File: config.mk
export PLATFORM = sky130hd
export DESIGN_NAME = divisor_param_flat
export DESIGN_NICKNAME = d
export VERILOG_FILES = /design/src/rtl/divisor_param_if.sv /design/src/rtl/divisor_param.sv /design/src/flat_wrapper.sv
export SDC_FILE = /design/constraint.sdc
export NUM_CORES = 1
export LEC_CHECK = 0
export ABC_AREA = 1
export BUFFER_PORTS_ARGS = -buffer_cell sky130_fd_sc_hd__buf_2
export CAP_MARGIN = 20
export CORE_AREA = 2 2 81 83
export DETAILED_ROUTE_END_ITERATION = 12
export DIE_AREA = 0 0 83 85
export PLACE_DENSITY_LB_ADDON = 0.1
export SETUP_SLACK_MARGIN = 0.3
export SYNTH_ARGS = -nofsm -noshare
export SYNTH_HDL_FRONTEND = slang
export SYNTH_SLANG_ARGS = --single-unit
File: constraint.sdc
create_clock -name CLK -period 4.25 [get_ports CLK]
set_input_delay 0.425 -clock CLK [delete_from_list [all_inputs] [get_ports CLK]]
set_output_delay 0.425 -clock CLK [all_outputs]
set_load 0.05 [all_outputs]
File: src/rtl/divisor_param_if.sv
// Divider request/response bundle: operands and start in, status and results out.
interface divisor_param_if #(
   parameter int WIDTH = 8
);
   logic             start;
   logic [WIDTH-1:0] Num;
   logic [WIDTH-1:0] Den;
   logic             busy;
   logic             done;
   logic             er;
   logic [WIDTH-1:0] Coc;
   logic [WIDTH-1:0] Res;

   modport master (
      output start, Num, Den,
      input  busy, done, er, Coc, Res
   );

   modport slave (
      input  start, Num, Den,
      output busy, done, er, Coc, Res
   );
endinterface

File: src/rtl/divisor_param.sv
// Sequential restoring divider, one quotient bit per clock, MSB first.
// Optional two's-complement mode divides magnitudes and fixes signs at the end.
// Divide-by-zero skips the iteration and reports all-ones quotient with er set.
module divisor_param #(
   parameter int WIDTH  = 8,
   parameter bit SIGNED = 1'b0
) (
   input logic           CLK,
   input logic           RST,
   divisor_param_if.slave bus
);

   localparam int CW = $clog2(WIDTH + 1);
   localparam logic [CW-1:0] LAST = CW'(WIDTH - 1);

   localparam logic [1:0] IDLE = 2'd0;
   localparam logic [1:0] CALC = 2'd1;
   localparam logic [1:0] FIN  = 2'd2;

   logic [1:0]       state_q, state_d;
   logic [CW-1:0]    cnt_q,   cnt_d;
   logic [WIDTH:0]   rem_q,   rem_d;
   logic [WIDTH-1:0] dvd_q,   dvd_d;
   logic [WIDTH-1:0] den_q,   den_d;
   logic [WIDTH-1:0] num_q,   num_d;
   logic             dzero_q, dzero_d;
   logic             qneg_q,  qneg_d;
   logic             rneg_q,  rneg_d;
   logic             busy_q,  busy_d;
   logic             done_q,  done_d;
   logic             er_q,    er_d;
   logic [WIDTH-1:0] coc_q,   coc_d;
   logic [WIDTH-1:0] res_q,   res_d;

   logic             num_neg, den_neg;
   logic [WIDTH-1:0] num_mag, den_mag;
   logic [WIDTH+1:0] trial;

   // Operand sign detection and magnitude extraction (|-2^(W-1)| fits unsigned).
   always_comb begin
      num_neg = SIGNED && bus.Num[WIDTH-1];
      den_neg = SIGNED && bus.Den[WIDTH-1];
      num_mag = num_neg ? (~bus.Num + 1'b1) : bus.Num;
      den_mag = den_neg ? (~bus.Den + 1'b1) : bus.Den;
   end

   // Trial subtraction of divisor from the shifted partial remainder; MSB is the borrow.
   always_comb begin
      trial = {rem_q, dvd_q[WIDTH-1]} - {2'b00, den_q};
   end

   // Control FSM and datapath next-state.
   always_comb begin
      state_d = state_q;
      cnt_d   = cnt_q;
      rem_d   = rem_q;
      dvd_d   = dvd_q;
      den_d   = den_q;
      num_d   = num_q;
      dzero_d = dzero_q;
      qneg_d  = qneg_q;
      rneg_d  = rneg_q;
      busy_d  = busy_q;
      done_d  = 1'b0;
      er_d    = er_q;
      coc_d   = coc_q;
      res_d   = res_q;

      case (state_q)
         IDLE: begin
            if (bus.start) begin
               num_d   = bus.Num;
               den_d   = den_mag;
               dvd_d   = num_mag;
               rem_d   = '0;
               cnt_d   = '0;
               dzero_d = (bus.Den == '0);
               qneg_d  = num_neg ^ den_neg;
               rneg_d  = num_neg;
               busy_d  = 1'b1;
               state_d = (bus.Den == '0) ? FIN : CALC;
            end
         end

         CALC: begin
            if (!trial[WIDTH+1]) begin
               rem_d = trial[WIDTH:0];
            end else begin
               rem_d = {rem_q[WIDTH-1:0], dvd_q[WIDTH-1]};
            end
            dvd_d = {dvd_q[WIDTH-2:0], ~trial[WIDTH+1]};
            if (cnt_q == LAST) begin
               cnt_d   = '0;
               state_d = FIN;
            end else begin
               cnt_d = cnt_q + 1'b1;
            end
         end

         FIN: begin
            if (dzero_q) begin
               er_d  = 1'b1;
               coc_d = '1;
               res_d = num_q;
            end else begin
               er_d  = 1'b0;
               coc_d = qneg_q ? (~dvd_q + 1'b1) : dvd_q;
               res_d = rneg_q ? (~rem_q[WIDTH-1:0] + 1'b1) : rem_q[WIDTH-1:0];
            end
            done_d  = 1'b1;
            busy_d  = 1'b0;
            state_d = IDLE;
         end

         default: begin
            busy_d  = 1'b0;
            state_d = IDLE;
         end
      endcase
   end

   // State registers with asynchronous active-low clear.
   always_ff @(posedge CLK or negedge RST) begin
      if (!RST) begin
         state_q <= IDLE;
         cnt_q   <= '0;
         rem_q   <= '0;
         dvd_q   <= '0;
         den_q   <= '0;
         num_q   <= '0;
         dzero_q <= 1'b0;
         qneg_q  <= 1'b0;
         rneg_q  <= 1'b0;
         busy_q  <= 1'b0;
         done_q  <= 1'b0;
         er_q    <= 1'b0;
         coc_q   <= '0;
         res_q   <= '0;
      end else begin
         state_q <= state_d;
         cnt_q   <= cnt_d;
         rem_q   <= rem_d;
         dvd_q   <= dvd_d;
         den_q   <= den_d;
         num_q   <= num_d;
         dzero_q <= dzero_d;
         qneg_q  <= qneg_d;
         rneg_q  <= rneg_d;
         busy_q  <= busy_d;
         done_q  <= done_d;
         er_q    <= er_d;
         coc_q   <= coc_d;
         res_q   <= res_d;
      end
   end

   assign bus.busy = busy_q;
   assign bus.done = done_q;
   assign bus.er   = er_q;
   assign bus.Coc  = coc_q;
   assign bus.Res  = res_q;

endmodule
File: src/flat_wrapper.sv
// flat-port wrapper written by rule: the top's interface ports become plain ports
module divisor_param_flat 
#(
   parameter int WIDTH  = 8,
   parameter bit SIGNED = 1'b0
)
  (CLK, RST, bus_start, bus_Num, bus_Den, bus_busy, bus_done, bus_er, bus_Coc, bus_Res);
  divisor_param_if #(.WIDTH(WIDTH)) bus_i ();
  input logic CLK;
  input logic RST;
  input wire logic [$bits(bus_i.start)-1:0] bus_start;
  input wire logic [$bits(bus_i.Num)-1:0] bus_Num;
  input wire logic [$bits(bus_i.Den)-1:0] bus_Den;
  output wire logic [$bits(bus_i.busy)-1:0] bus_busy;
  output wire logic [$bits(bus_i.done)-1:0] bus_done;
  output wire logic [$bits(bus_i.er)-1:0] bus_er;
  output wire logic [$bits(bus_i.Coc)-1:0] bus_Coc;
  output wire logic [$bits(bus_i.Res)-1:0] bus_Res;
  assign bus_i.start = bus_start;
  assign bus_i.Num = bus_Num;
  assign bus_i.Den = bus_Den;
  assign bus_busy = bus_i.busy;
  assign bus_done = bus_i.done;
  assign bus_er = bus_i.er;
  assign bus_Coc = bus_i.Coc;
  assign bus_Res = bus_i.Res;
  divisor_param #(.WIDTH(WIDTH), .SIGNED(SIGNED)) u_core (.CLK(CLK), .RST(RST), .bus(bus_i));
endmodule
==> results.json <==
{
  "outcome": "finished clean",
  "end_kind": "register",
  "min-delay-path-class": "primary input to async pin",
  "synth_area_leaders": "dfrtp_1 49%, nand2_1 16%, nand3_1 5.3%",
  "drtIter0Drc": 129,
  "synth_edf_count": 0,
  "cap_violations": 0,
  "finalSetupViolCount": 0,
  "fin_nets": 446,
  "slew_viol_final": 0,
  "clk_latency_ns": 0.34,
  "first_pass_iters": 4,
  "grt_pass1_wl_mm": 11.5,
  "rrSetupSlack_ns": 2.09,
  "grt_setup_unrepaired": "false",
  "ctsResizeCount": 0,
  "die_area_sq_mm": 0.00706,
  "grt_pass1_vias": 2411,
  "async_flop_share_pct": 100,
  "start_kind": "register",
  "yosysTopAreaCell": "dfrtp_1",
  "antenna_found_initial": 0,
  "synth-seq-cells": 59,
  "r2r-start": "u_core.state_q[1]",
  "syn_area_per_cell_sq_um": 8.03,
  "cts_tree": "yes",
  "route.detailed.drc": 0,
  "fin_setup_tns_ns": 0,
  "synth_top_cells_by_count": "128 x nand2_1, 59 x dfrtp_1, 33 x inv_1",
  "clk_pin_slew_ns": 0.07,
  "die_w_microns": 83,
  "hold_viol": 0,
  "start_util_pct": 48.8,
  "grt_max_degree": 60,
  "synth_top_area_share_pct": 48.7,
  "netlist_instances": 377,
  "root_buffer": "clkbuf_8",
  "die_h_microns": 85,
  "hpwl_mm": 4.78,
  "cts_max_level": 3,
  "drt.antenna.violating_nets": 0,
  "io_pins": 38,
  "critPathKind": "register to register",
  "worst_r2r_path_depth": 8,
  "core_sq_mm": 0.00620,
  "wl_mm": 6.52,
  "clock.fmax_mhz": 464,
  "drive_gt1_share_pct": 18.5,
  "crit_fanout": 25,
  "numCtsBuffers": 9,
  "worst_slew_pin_slew_ns": 0.916,
  "fin_worst_skew_ns": 0.0135,
  "final.min_clock_period_ns": 2.16,
  "netlist_area_sq_mm": 0.00303,
  "cts_setup_buffers": 0,
  "routedWlPerCell_microns": 13.1,
  "yosysUniqueCellTypes": 32,
  "clock_path_buffers": 2,
  "crit_required_ns": 4.47,
  "synth_flop_cell": "dfrtp_1",
  "avgViaCountPerCell": 5.05,
  "areaGrowthSynthToFinish_pct": 15.0,
  "rows": 29,
  "overflow": 0,
  "r2r_end": "u_core.cnt_q[3]",
  "yosysMostFrequentCell": "nand2_1",
  "ys_warn_count": 0,
  "antennaDiodeCount": 0,
  "relSlewSlack_pct": 38.8,
  "min_period_over_period_pct": 50.7,
  "vias": 2520,
  "ctsHoldBuffers": 0,
  "cts.sinks": 59,
  "worstPathArrival_ns": 2.38,
  "place.port_buffers": 37,
  "grt_util_all_layers_pct": 20.4,
  "place.gp.congestion": 0.840,
  "ys_seq_area_share_pct": 48.7,
  "synth_nets": 406
}
[worst max-delay path by stage]
| stage | start | end | slack, ns |
|---|---|---|---|
| 6_report | u_core.state_q[1] | u_core.cnt_q[3] | 2.09 |
| 2_1_floorplan | u_core.rem_q[5] | u_core.rem_q[0] | 2.60 |
| 3_5_place_dp | bus_start | u_core.cnt_q[3] | 2.10 |
| 4_1_cts | u_core.state_q[1] | u_core.cnt_q[3] | 2.12 |
| 3_3_place_gp | bus_start | u_core.cnt_q[3] | 2.14 |
| 5_1_grt | u_core.state_q[1] | u_core.cnt_q[3] | 1.88 |
[through the flow]
| stage | setup slack (ns) | utilization (%) | cells | area (sq um) | hold slack, ns |
|---|---|---|---|---|---|
| 2_1_floorplan | 2.60 | - | 377 | 3030 | 0.129 |
| 3_3_place_gp | 2.14 | 52.9 | 483 | 3280 | 0.450 |
| 3_5_place_dp | 2.10 | 52.9 | 483 | 3280 | 0.453 |
| 4_1_cts | 2.12 | 56.1 | 499 | 3480 | 0.258 |
| 5_1_grt | 1.88 | 56.1 | 499 | 3480 | 0.298 |
| 6_report | 2.09 | 56.1 | 499 | 3480 | 0.236 |
[layout make-up]
class,count,area (sq um)
fillers,574,2720
clock buffers,9,124
inverters,39,146
multi-input cells,269,1360
flip-flops and latches,59,1480
well taps,77,96.3
clock inverters,7,76.3
repair buffers,39,200
[cell usage in the layout (no fill, tap or decap), drive strengths merged]
cell type and count:
buf 39, o21ai 33, nand2 136, a21oi 7, a32o 1, clkinvlp 2, inv 39, clkinv 4
xor2 2, bufinv 1, nand3b 6, o211ai 1, nor3b 1, nand4 4, xnor2 2, dfrtp 59
nor3 3, clkbuf 9, nor2 28, a22oi 1, nand3 34, fa 1, ha 9
[worst max-delay path, cell delays in order, from the launching register on]
cell	delay [ns]
dfrtp_1	0.37
inv_2	0.09
nand2_1	0.07
nor2_2	0.70
nor2_1	0.31
nor2_1	0.21
nand3_1	0.11
xor2_1	0.14
nor2_1	0.05
[layer usage]
metal | GRT usage, % | vias up | share of wire [%]
li1 | - | 1288 | -
met2 | 30.6 | 39 | 44
met5 | 0 | - | 0
met4 | 6.71 | 0 | 1.2
met1 | 29.5 | 1186 | 52
met3 | 4.47 | 7 | 2.9
[state kept, by name, summed over array words and instances, names as in the netlist, 2 cells and up]
| signal | count |
|---|---|
| u_core.state_q | 2 |
| u_core.den_q | 8 |
| u_core.dvd_q | 8 |
| u_core.cnt_q | 4 |
| u_core.rem_q | 9 |
| u_core.num_q | 8 |
| u_core.bus.Res | 8 |
| u_core.bus.Coc | 8 |
[cells by family (layout without fill, tap and decap cells)]
group / after synthesis / after routing / synth area share, %
buffers and inverters: 49 / 94 / 6.28
adders and majority gates: 10 / 10 / 4.38
xor gates and xnor gates: 4 / 4 / 1.16
and+or+nand+nor: 212 / 212 / 31.8
DFF: 59 / 59 / 48.7
AOI/OAI and AO/OA: 43 / 43 / 7.68
Power is not shown: default switching activity piles up to over one toggle a cycle in this logic, so the estimate is an artifact.
